$ cat src/rtl/fpga_carry_pkg.sv
// Shared types and helpers for the segmented, pipelined carry chain.
// Holds the per-beat operation encoding and the stage-count helper.
package fpga_carry_pkg;

    typedef enum logic [1:0] {
        ADD  = 2'b00,
        SUB  = 2'b01,
        SUBB = 2'b10,
        INC  = 2'b11
    } mode_e;

    function automatic int nseg(input int width, input int seg_w);
        return width / seg_w;
    endfunction

endpackage

$ cat src/rtl/fpga_carry_segment.sv
// One ripple segment of the chain: combinational SEG_W-bit add with a
// registered carry-out and valid bit that advance only when adv_i is high.
module fpga_carry_segment
    import fpga_carry_pkg::*;
#(
    parameter int SEG_W = 4
) (
    input  logic             clk_i,
    input  logic             rst_i,
    input  logic             adv_i,
    input  logic             valid_i,
    input  logic [SEG_W-1:0] a_i,
    input  logic [SEG_W-1:0] b_i,
    input  logic             cin_i,
    output logic [SEG_W-1:0] sum_o,
    output logic             valid_o,
    output logic             cout_o
);

    logic [SEG_W:0] total;
    logic           valid_reg;
    logic           carry_reg;

    always_comb begin
        total = {1'b0, a_i} + {1'b0, b_i} + {{SEG_W{1'b0}}, cin_i};
    end

    assign sum_o = total[SEG_W-1:0];

    always_ff @(posedge clk_i) begin
        if (rst_i) begin
            valid_reg <= 1'b0;
            carry_reg <= 1'b0;
        end else if (adv_i) begin
            valid_reg <= valid_i;
            carry_reg <= total[SEG_W];
        end
    end

    assign valid_o = valid_reg;
    assign cout_o  = carry_reg;

endmodule

$ cat src/rtl/fpga_carry_chain.sv
// Pipelined WIDTH-bit adder/subtractor split into SEG_W-bit carry segments.
// Optional signed-overflow flag: define FPGA_CARRY_CHAIN_OVF_EN.
module fpga_carry_chain
    import fpga_carry_pkg::*;
#(
    parameter int WIDTH = 16,
    parameter int SEG_W = 4
) (
    input  logic             clk_i,
    input  logic             rst_i,
    input  logic             valid_i,
    output logic             ready_o,
    input  logic [1:0]       mode_i,
    input  logic [WIDTH-1:0] a_i,
    input  logic [WIDTH-1:0] b_i,
    input  logic             cin_i,
    output logic             valid_o,
    input  logic             ready_i,
    output logic [WIDTH-1:0] sum_o,
    output logic             cout_o,
    output logic             ovf_o
);

    localparam int NSEG = nseg(WIDTH, SEG_W);

    if ((SEG_W < 1) || ((WIDTH % SEG_W) != 0)) begin : g_bad_cfg
        $error("fpga_carry_chain: WIDTH must be a positive multiple of SEG_W");
    end

    logic             adv;
    logic [WIDTH-1:0] b_eff;
    logic             cin_eff;
    logic             in_valid_reg;
    logic             in_carry_reg;
    logic [NSEG-1:0]  seg_valid;
    logic [NSEG-1:0]  seg_cout;

    // Subtraction is folded into the add by inverting b; INC drops b entirely.
    always_comb begin
        b_eff   = b_i;
        cin_eff = cin_i;
        case (mode_e'(mode_i))
            ADD:  begin b_eff = b_i;         cin_eff = cin_i; end
            SUB:  begin b_eff = ~b_i;        cin_eff = 1'b1;  end
            SUBB: begin b_eff = ~b_i;        cin_eff = cin_i; end
            INC:  begin b_eff = '0;          cin_eff = cin_i; end
            default: begin b_eff = b_i;      cin_eff = cin_i; end
        endcase
    end

    assign valid_o = seg_valid[NSEG-1];
    assign adv     = ready_i || !valid_o;
    assign ready_o = adv;

    always_ff @(posedge clk_i) begin
        if (rst_i) begin
            in_valid_reg <= 1'b0;
            in_carry_reg <= 1'b0;
        end else if (adv) begin
            in_valid_reg <= valid_i;
            in_carry_reg <= cin_eff;
        end
    end

    // Stage gi keeps only the operand bits not yet consumed (skew) and the
    // result bits already produced (deskew), so widths shrink/grow per stage.
    for (genvar gi = 0; gi < NSEG; gi++) begin : g_stage
        localparam int OW = WIDTH - gi * SEG_W;
        localparam int RW = (gi + 1) * SEG_W;

        logic [OW-1:0]    a_sk_reg;
        logic [OW-1:0]    b_sk_reg;
        logic [SEG_W-1:0] seg_sum;
        logic [RW-1:0]    res_reg;
        logic             seg_vin;
        logic             seg_cin;

        if (gi == 0) begin : g_head
            always_ff @(posedge clk_i) begin
                if (rst_i) begin
                    a_sk_reg <= '0;
                    b_sk_reg <= '0;
                    res_reg  <= '0;
                end else if (adv) begin
                    a_sk_reg <= a_i;
                    b_sk_reg <= b_eff;
                    res_reg  <= seg_sum;
                end
            end
            assign seg_vin = in_valid_reg;
            assign seg_cin = in_carry_reg;
        end else begin : g_tail
            always_ff @(posedge clk_i) begin
                if (rst_i) begin
                    a_sk_reg <= '0;
                    b_sk_reg <= '0;
                    res_reg  <= '0;
                end else if (adv) begin
                    a_sk_reg <= g_stage[gi-1].a_sk_reg[OW+SEG_W-1:SEG_W];
                    b_sk_reg <= g_stage[gi-1].b_sk_reg[OW+SEG_W-1:SEG_W];
                    res_reg  <= {seg_sum, g_stage[gi-1].res_reg};
                end
            end
            assign seg_vin = seg_valid[gi-1];
            assign seg_cin = seg_cout[gi-1];
        end

        fpga_carry_segment #(
            .SEG_W(SEG_W)
        ) u_seg (
            .clk_i  (clk_i),
            .rst_i  (rst_i),
            .adv_i  (adv),
            .valid_i(seg_vin),
            .a_i    (a_sk_reg[SEG_W-1:0]),
            .b_i    (b_sk_reg[SEG_W-1:0]),
            .cin_i  (seg_cin),
            .sum_o  (seg_sum),
            .valid_o(seg_valid[gi]),
            .cout_o (seg_cout[gi])
        );
    end

    assign sum_o  = g_stage[NSEG-1].res_reg;
    assign cout_o = seg_cout[NSEG-1];

`ifdef FPGA_CARRY_CHAIN_OVF_EN
    // Carry into the word MSB is recovered from the MSB sum bit and registered
    // alongside the final carry; overflow is their XOR.
    logic cmsb_reg;

    always_ff @(posedge clk_i) begin
        if (rst_i) begin
            cmsb_reg <= 1'b0;
        end else if (adv) begin
            cmsb_reg <= g_stage[NSEG-1].a_sk_reg[SEG_W-1]
                      ^ g_stage[NSEG-1].b_sk_reg[SEG_W-1]
                      ^ g_stage[NSEG-1].seg_sum[SEG_W-1];
        end
    end

    assign ovf_o = cmsb_reg ^ cout_o;
`else
    assign ovf_o = 1'b0;
`endif

endmodule

$ cat config.mk
export PLATFORM = sky130hd
export DESIGN_NAME = fpga_carry_chain
export DESIGN_NICKNAME = d
export VERILOG_FILES = /design/src/rtl/fpga_carry_pkg.sv /design/src/rtl/fpga_carry_segment.sv /design/src/rtl/fpga_carry_chain.sv
export SDC_FILE = /design/constraint.sdc
export NUM_CORES = 1
export LEC_CHECK = 0
export ABC_AREA = 1
export BUFFER_PORTS_ARGS = -buffer_cell sky130_fd_sc_hd__buf_4
export CORE_AREA = 2 2 163 125
export CTS_CLUSTER_SIZE = 8
export DETAILED_ROUTE_END_ITERATION = 10
export DIE_AREA = 0 0 165 127
export GPL_ROUTABILITY_DRIVEN = 0
export PLACE_DENSITY = 0.41
export SETUP_SLACK_MARGIN = 0.02
export SYNTH_ARGS = -nofsm -noshare
export SYNTH_HDL_FRONTEND = slang
export SYNTH_HIERARCHICAL = 1
export SYNTH_SLANG_ARGS = --single-unit
$ cat constraint.sdc
create_clock -name clk_i -period 3 [get_ports clk_i]
set_input_delay 0.15 -clock clk_i [delete_from_list [all_inputs] [get_ports clk_i]]
set_output_delay 0.15 -clock clk_i [all_outputs]
set_load 0.02 [all_outputs]
Word level (Yosys, flattened, before mapping). Cells that the tools add are included.

Flip-flop bits (word level): 130. Input bits: 39. Output and inout bits: 20. Word-level logic and storage cells: 41.

Add/sub/neg operators: 8. Equality and inequality tests: 3. Mux-type cells: 2. Bitwise gates (word level): 1. Reduce and logical (&&, ||, !) cells: 5.

Operators with widths (count): $pmux W16 S3 (1); $add A4 B4 Y5 (4); $add A5 B1 Y5 (4); $not A16 Y16 (1); $eq A2 B2 Y1 const B (2); $reduce_or A3 Y1 (1); $eq A2 B1 Y1 const B (1); $logic_not A2 Y1 (1); $pmux W1 S2 (1); $reduce_or A2 Y1 (1); $logic_not A1 Y1 (1); $logic_or A1 B1 Y1 (1).

Depth between registers and ports, before layout.
Word-level depth: 3. Depth in mapped cells: 9. Mapped depth without buffers: 8.

Cells and area by module. The synthesis kept the hierarchy.

Modules (own cells, without submodules): fpga_carry_chain (instances 1, cells an instance 624, area each 4521.8 um2, seq. area each 2442.3 um2); fpga_carry_segment (instances 4, cells an instance 36, area each 257.7 um2, seq. area each 40.0 um2).

Least setup slack after synthesis. OpenSTA, ideal clock, no wires.

Path type: register to register. Start: reg g_stage[1].a_sk_reg[0]. End: reg g_stage[1].res_reg[5]. Setup time: 64 ps. Arrival: 1447 ps. Required time: 2936 ps. Path slack: 1489 ps. Stages on the path, launching flop included: 8. Buffers on the path: 1. Period minus slack after synthesis: 1511 ps. Cell sequence: dfxtp_1 > fa_1 > inv_1 > fa_1 > inv_1 > buf_4 > nor2_1 > nor2_1.

Word-level cells in the longest chain between the ends: 2.

RTL lines: start, declared (RTL line fpga_carry_chain.sv:71) `logic [OW-1:0] a_sk_reg;`; start signal, assigned (RTL line fpga_carry_chain.sv:99) `a_sk_reg <= g_stage[gi-1].a_sk_reg[OW+SEG_W-1:SEG_W];`; $add A4 B4 Y5 (RTL line fpga_carry_segment.sv:25) `total = {1'b0, a_i} + {1'b0, b_i} + {{SEG_W{1'b0}}, cin_i};`; $add A5 B1 Y5 (RTL line fpga_carry_segment.sv:25); net g_stage[1].u_seg.total[1] (RTL line fpga_carry_segment.sv:20) `logic [SEG_W:0] total;`; end signal, assigned (RTL line fpga_carry_chain.sv:101) `res_reg <= {seg_sum, g_stage[gi-1].res_reg};`; end, declared (RTL line fpga_carry_chain.sv:74) `logic [RW-1:0] res_reg;`.

The timed path passes the listed nets, and every way through them passes these cells. A chain may end at the register's enable or synchronous reset.

Worst setup path in the final report.
Start: reg g_stage[3].u_seg.valid_reg. End: out ready_o.

Word-level cells in the longest chain between the ends: 2.

RTL lines: start, declared (RTL line fpga_carry_segment.sv:21) `logic valid_reg;`; start signal, assigned (RTL line fpga_carry_segment.sv:35) `valid_reg <= valid_i;`; $logic_not A1 Y1 (RTL line fpga_carry_chain.sv:52) `assign adv = ready_i || !valid_o;`; $logic_or A1 B1 Y1 (RTL line fpga_carry_chain.sv:52); end, declared (RTL line fpga_carry_chain.sv:12) `output logic ready_o,`.

No other way between the ends.

==> insert_results.sql <==
INSERT INTO impl_metrics (metric_group, metric, value, unit) VALUES
('sta', 'tightest_slew', '0.807', 'ns'),
('clock_tree', 'cts.path.max_buffers', '2', ''),
('clock_tree', 'numCtsBuffers', '17', ''),
('placed_design', 'dp_hpwl', '7800', 'µm'),
('floorplan', 'fp.dieH', '127', 'µm'),
('drt', 'vias', '4629', ''),
('power_and_ir_drop', 'share_seq_of_total_power', '0.435', ''),
('sta', 'rsz0062_at_grt', 'no', ''),
('sta', 'worst_setup_slack_final', '1.17', 'ns'),
('yosys', 'netlist_instances', '768', ''),
('yosys', 'synth_enable_flop_cells', '0', ''),
('clock_tree', 'cts_post_setup_buffers_inserted', '0', ''),
('drt', 'drt-wirelength-per-cell', '11.7', 'µm'),
('global_route', 'antenna_found_initial', '0', ''),
('worst_setup_path', 'crit_fanout', '77', ''),
('power_and_ir_drop', 'p_leak', '0.00305', 'µW'),
('status', 'run_status', 'finished clean', ''),
('clock_tree', 'worst_setup_hold_path_clk_slew', '0.06', 'ns'),
('drt', '1st_iter_drt_viols', '241', ''),
('clock_tree', 'clock_insertion_delay_worst_skew', '0.41', 'ns'),
('sta', 'finalCritPeriodShare', '0.610', ''),
('min_path', 'timing.hold.worst.start', 'b_i[14]', ''),
('global_route', 'globalRouteTotalUtil', '0.128', ''),
('floorplan', 'initial_util', '0.289', ''),
('yosys', 'syn-cell-area', '5550', 'µm²'),
('sta', 'finalMaxSlewViolations', '0', ''),
('global_route', 'overflow', '0', ''),
('clock_tree', 'root_buffer', 'clkbuf_16', ''),
('floorplan', 'fp.dieArea', '21000', 'µm²'),
('min_path', 'hold_path_class', 'in -> reg', ''),
('sta', 'worst_clock_skew', '0.00791', 'ns'),
('drt', 'antenna_left', '0', ''),
('cells_and_area', 'fin_nets', '871', ''),
('yosys', 'synth_flop_cell', 'dfxtp_1', ''),
('worst_setup_path', 'worst_r2r_endpoint', 'g_stage[0].b_sk_reg[10]', ''),
('cells_and_area', 'antenna_cells_inserted', '0', ''),
('sta', 'period_needed', '1.83', 'ns'),
('power_and_ir_drop', 'p_switching', '991', 'µW'),
('power_and_ir_drop', 'ir_drop', '0.315', 'mV'),
('global_route', 'number_of_global_route_vias_before_repair', '4699', ''),
('sta', 'max_slew_headroom_at_the_worst_pin', '0.462', ''),
('cells_and_area', 'num-fill-cells', '2036', ''),
('clock_tree', 'htree_levels', '4', ''),
('clock_tree', 'tritoncts', 'built', ''),
('power_and_ir_drop', 'power.clock.fraction', '0.481', ''),
('yosys', 'synth_most_common_cell', 'nor2_1', ''),
('clock_tree', 'hold_buffers', '19', ''),
('power_and_ir_drop', 'sw_frac_of_total', '0.232', ''),
('yosys', 'synthesis.nets', '829', ''),
('drt', 'route.final.wire_length', '12600', 'µm'),
('drt', 'drt-pass1-iter-count', '4', ''),
('power_and_ir_drop', 'p_comb_frac', '0.084', ''),
('floorplan', 'io-pin-count', '59', ''),
('floorplan', 'fp-row-count', '44', ''),
('yosys', 'synth_area_leaders', 'dfxtp_1, nor2_1, o21ai_0', ''),
('sta', 'achievable-frequency', '547', 'MHz'),
('sta', 'total_setup_violations_reported_at_the_end_of_the_flow', '0', ''),
('sta', 'fin_tns_setup', '0', 'ns'),
('power_and_ir_drop', 'p_int', '3280', 'µW'),
('worst_setup_path', 'critical_path_endpoint_category', 'primary output', ''),
('yosys', 'synthTopCellsByCount', 'nor2_1, dfxtp_1, nand2_1', ''),
('drt', 'drc_errors', '0', ''),
('floorplan', 'core_area', '19200', 'µm²'),
('yosys', 'synth.yosys.warnings', '6', ''),
('min_path', 'min_delay_path_depth', '4', ''),
('cells_and_area', 'drive_gt1_frac', '0.126', ''),
('yosys', 'yosys.area.top_type', 'dfxtp_1', ''),
('floorplan', 'die_w', '165', 'µm'),
('worst_setup_path', 'path_class', 'reg -> out', ''),
('placed_design', 'portBuffers', '57', ''),
('global_route', 'grt_first_pass_wirelength', '21300', 'µm');
==> layout by cell type, fill, tap and decap left out <==
master and n:
inv_2 3, nor2_4 1, buf_4 60, clkbuf_8 4
xnor2_1 4, dfxtp_1 130, clkbuf_16 17, nand3_1 8
a21oi_2 4, inv_1 55, nor2_1 272, a21oi_1 4
nand2_1 89, fa_1 8, clkinvlp_4 1, o21ai_0 72
dlygate4sd3_1 19, o21ai_1 42, clkbuf_1 1, or2_2 1
buf_12 3, ha_1 14, nand2_4 1, clkinv_2 6
clkinv_4 1, conb_1 1, bufinv_16 2
==> per-stage QoR <==
step | total power, µW | instances | area [µm²] | utilization | hold slack, ns
floorplan | 2150 | 768 | 5550 | - | 0.285
global placement | 2240 | 1025 | 6070 | 0.316 | 0.371
finish | 4270 | 1076 | 6850 | 0.357 | 0.0193
CTS | 4340 | 1076 | 6850 | 0.357 | 0.00368
detailed placement | 2240 | 1025 | 6070 | 0.316 | 0.377
global route | 4470 | 1076 | 6850 | 0.357 | 0.0144
==> how the worst max path moves through the flow <==
stage                                  start                 endpoint  slack, ns
CTS                 g_stage[3].u_seg/valid_o                  ready_o       1.15
detailed placement  g_stage[3].u_seg/valid_o   g_stage[0].b_sk_reg[2]       1.22
floorplan             g_stage[1].a_sk_reg[0]    g_stage[1].res_reg[5]       1.49
finish              g_stage[3].u_seg/valid_o                  ready_o       1.17
global placement    g_stage[3].u_seg/valid_o  g_stage[0].b_sk_reg[10]       1.26
global route        g_stage[3].u_seg/valid_o                  ready_o       1.04
==> layer usage <==
layer,GRT usage,wire length (µm)
met2,0.210,5710
met1,0.160,6260
met3,0.0308,380
met4,0.0547,205
met5,0,0
==> kinds of logic after synthesis <==
family | Yosys count | share of synthesized area
AOI/OAI and AO/OA | 122 | 0.113
xor gates and xnor gates | 4 | 0.00631
adders and majority gates | 22 | 0.0604
buffers and inverters | 117 | 0.0967
DFF | 130 | 0.469
other | 1 | 0.000675
and+or+nand+nor | 372 | 0.255
==> cell type report <==
class | instances | area [µm²] | area share
inverter | 58 | 218 | 0.0318
clock buffer | 22 | 484 | 0.0707
timing repair buffer | 82 | 701 | 0.102
tap | 253 | 317 | 0.0462
sequential | 130 | 2600 | 0.380
clock inverter | 10 | 106 | 0.0155
multi-input combinational | 521 | 2420 | 0.354
==> power groups by stage <==
| stage | registers (µW) | logic [µW] | clock network [µW] |
|---|---|---|---|
| 2_1_floorplan | 1890 | 255 | 0 |
| 3_3_place_gp | 1900 | 339 | 0 |
| 3_5_place_dp | 1900 | 341 | 0 |
| 4_1_cts | 1860 | 365 | 2120 |
| 5_1_grt | 1870 | 416 | 2190 |
| 6_report | 1860 | 357 | 2050 |
==> critical path: stages, from the launching register on <==
cell and delay (ns):
dfxtp_1 0.43, nand2_4 0.46, buf_4 0.36
(Power assumes the default switching activity.)
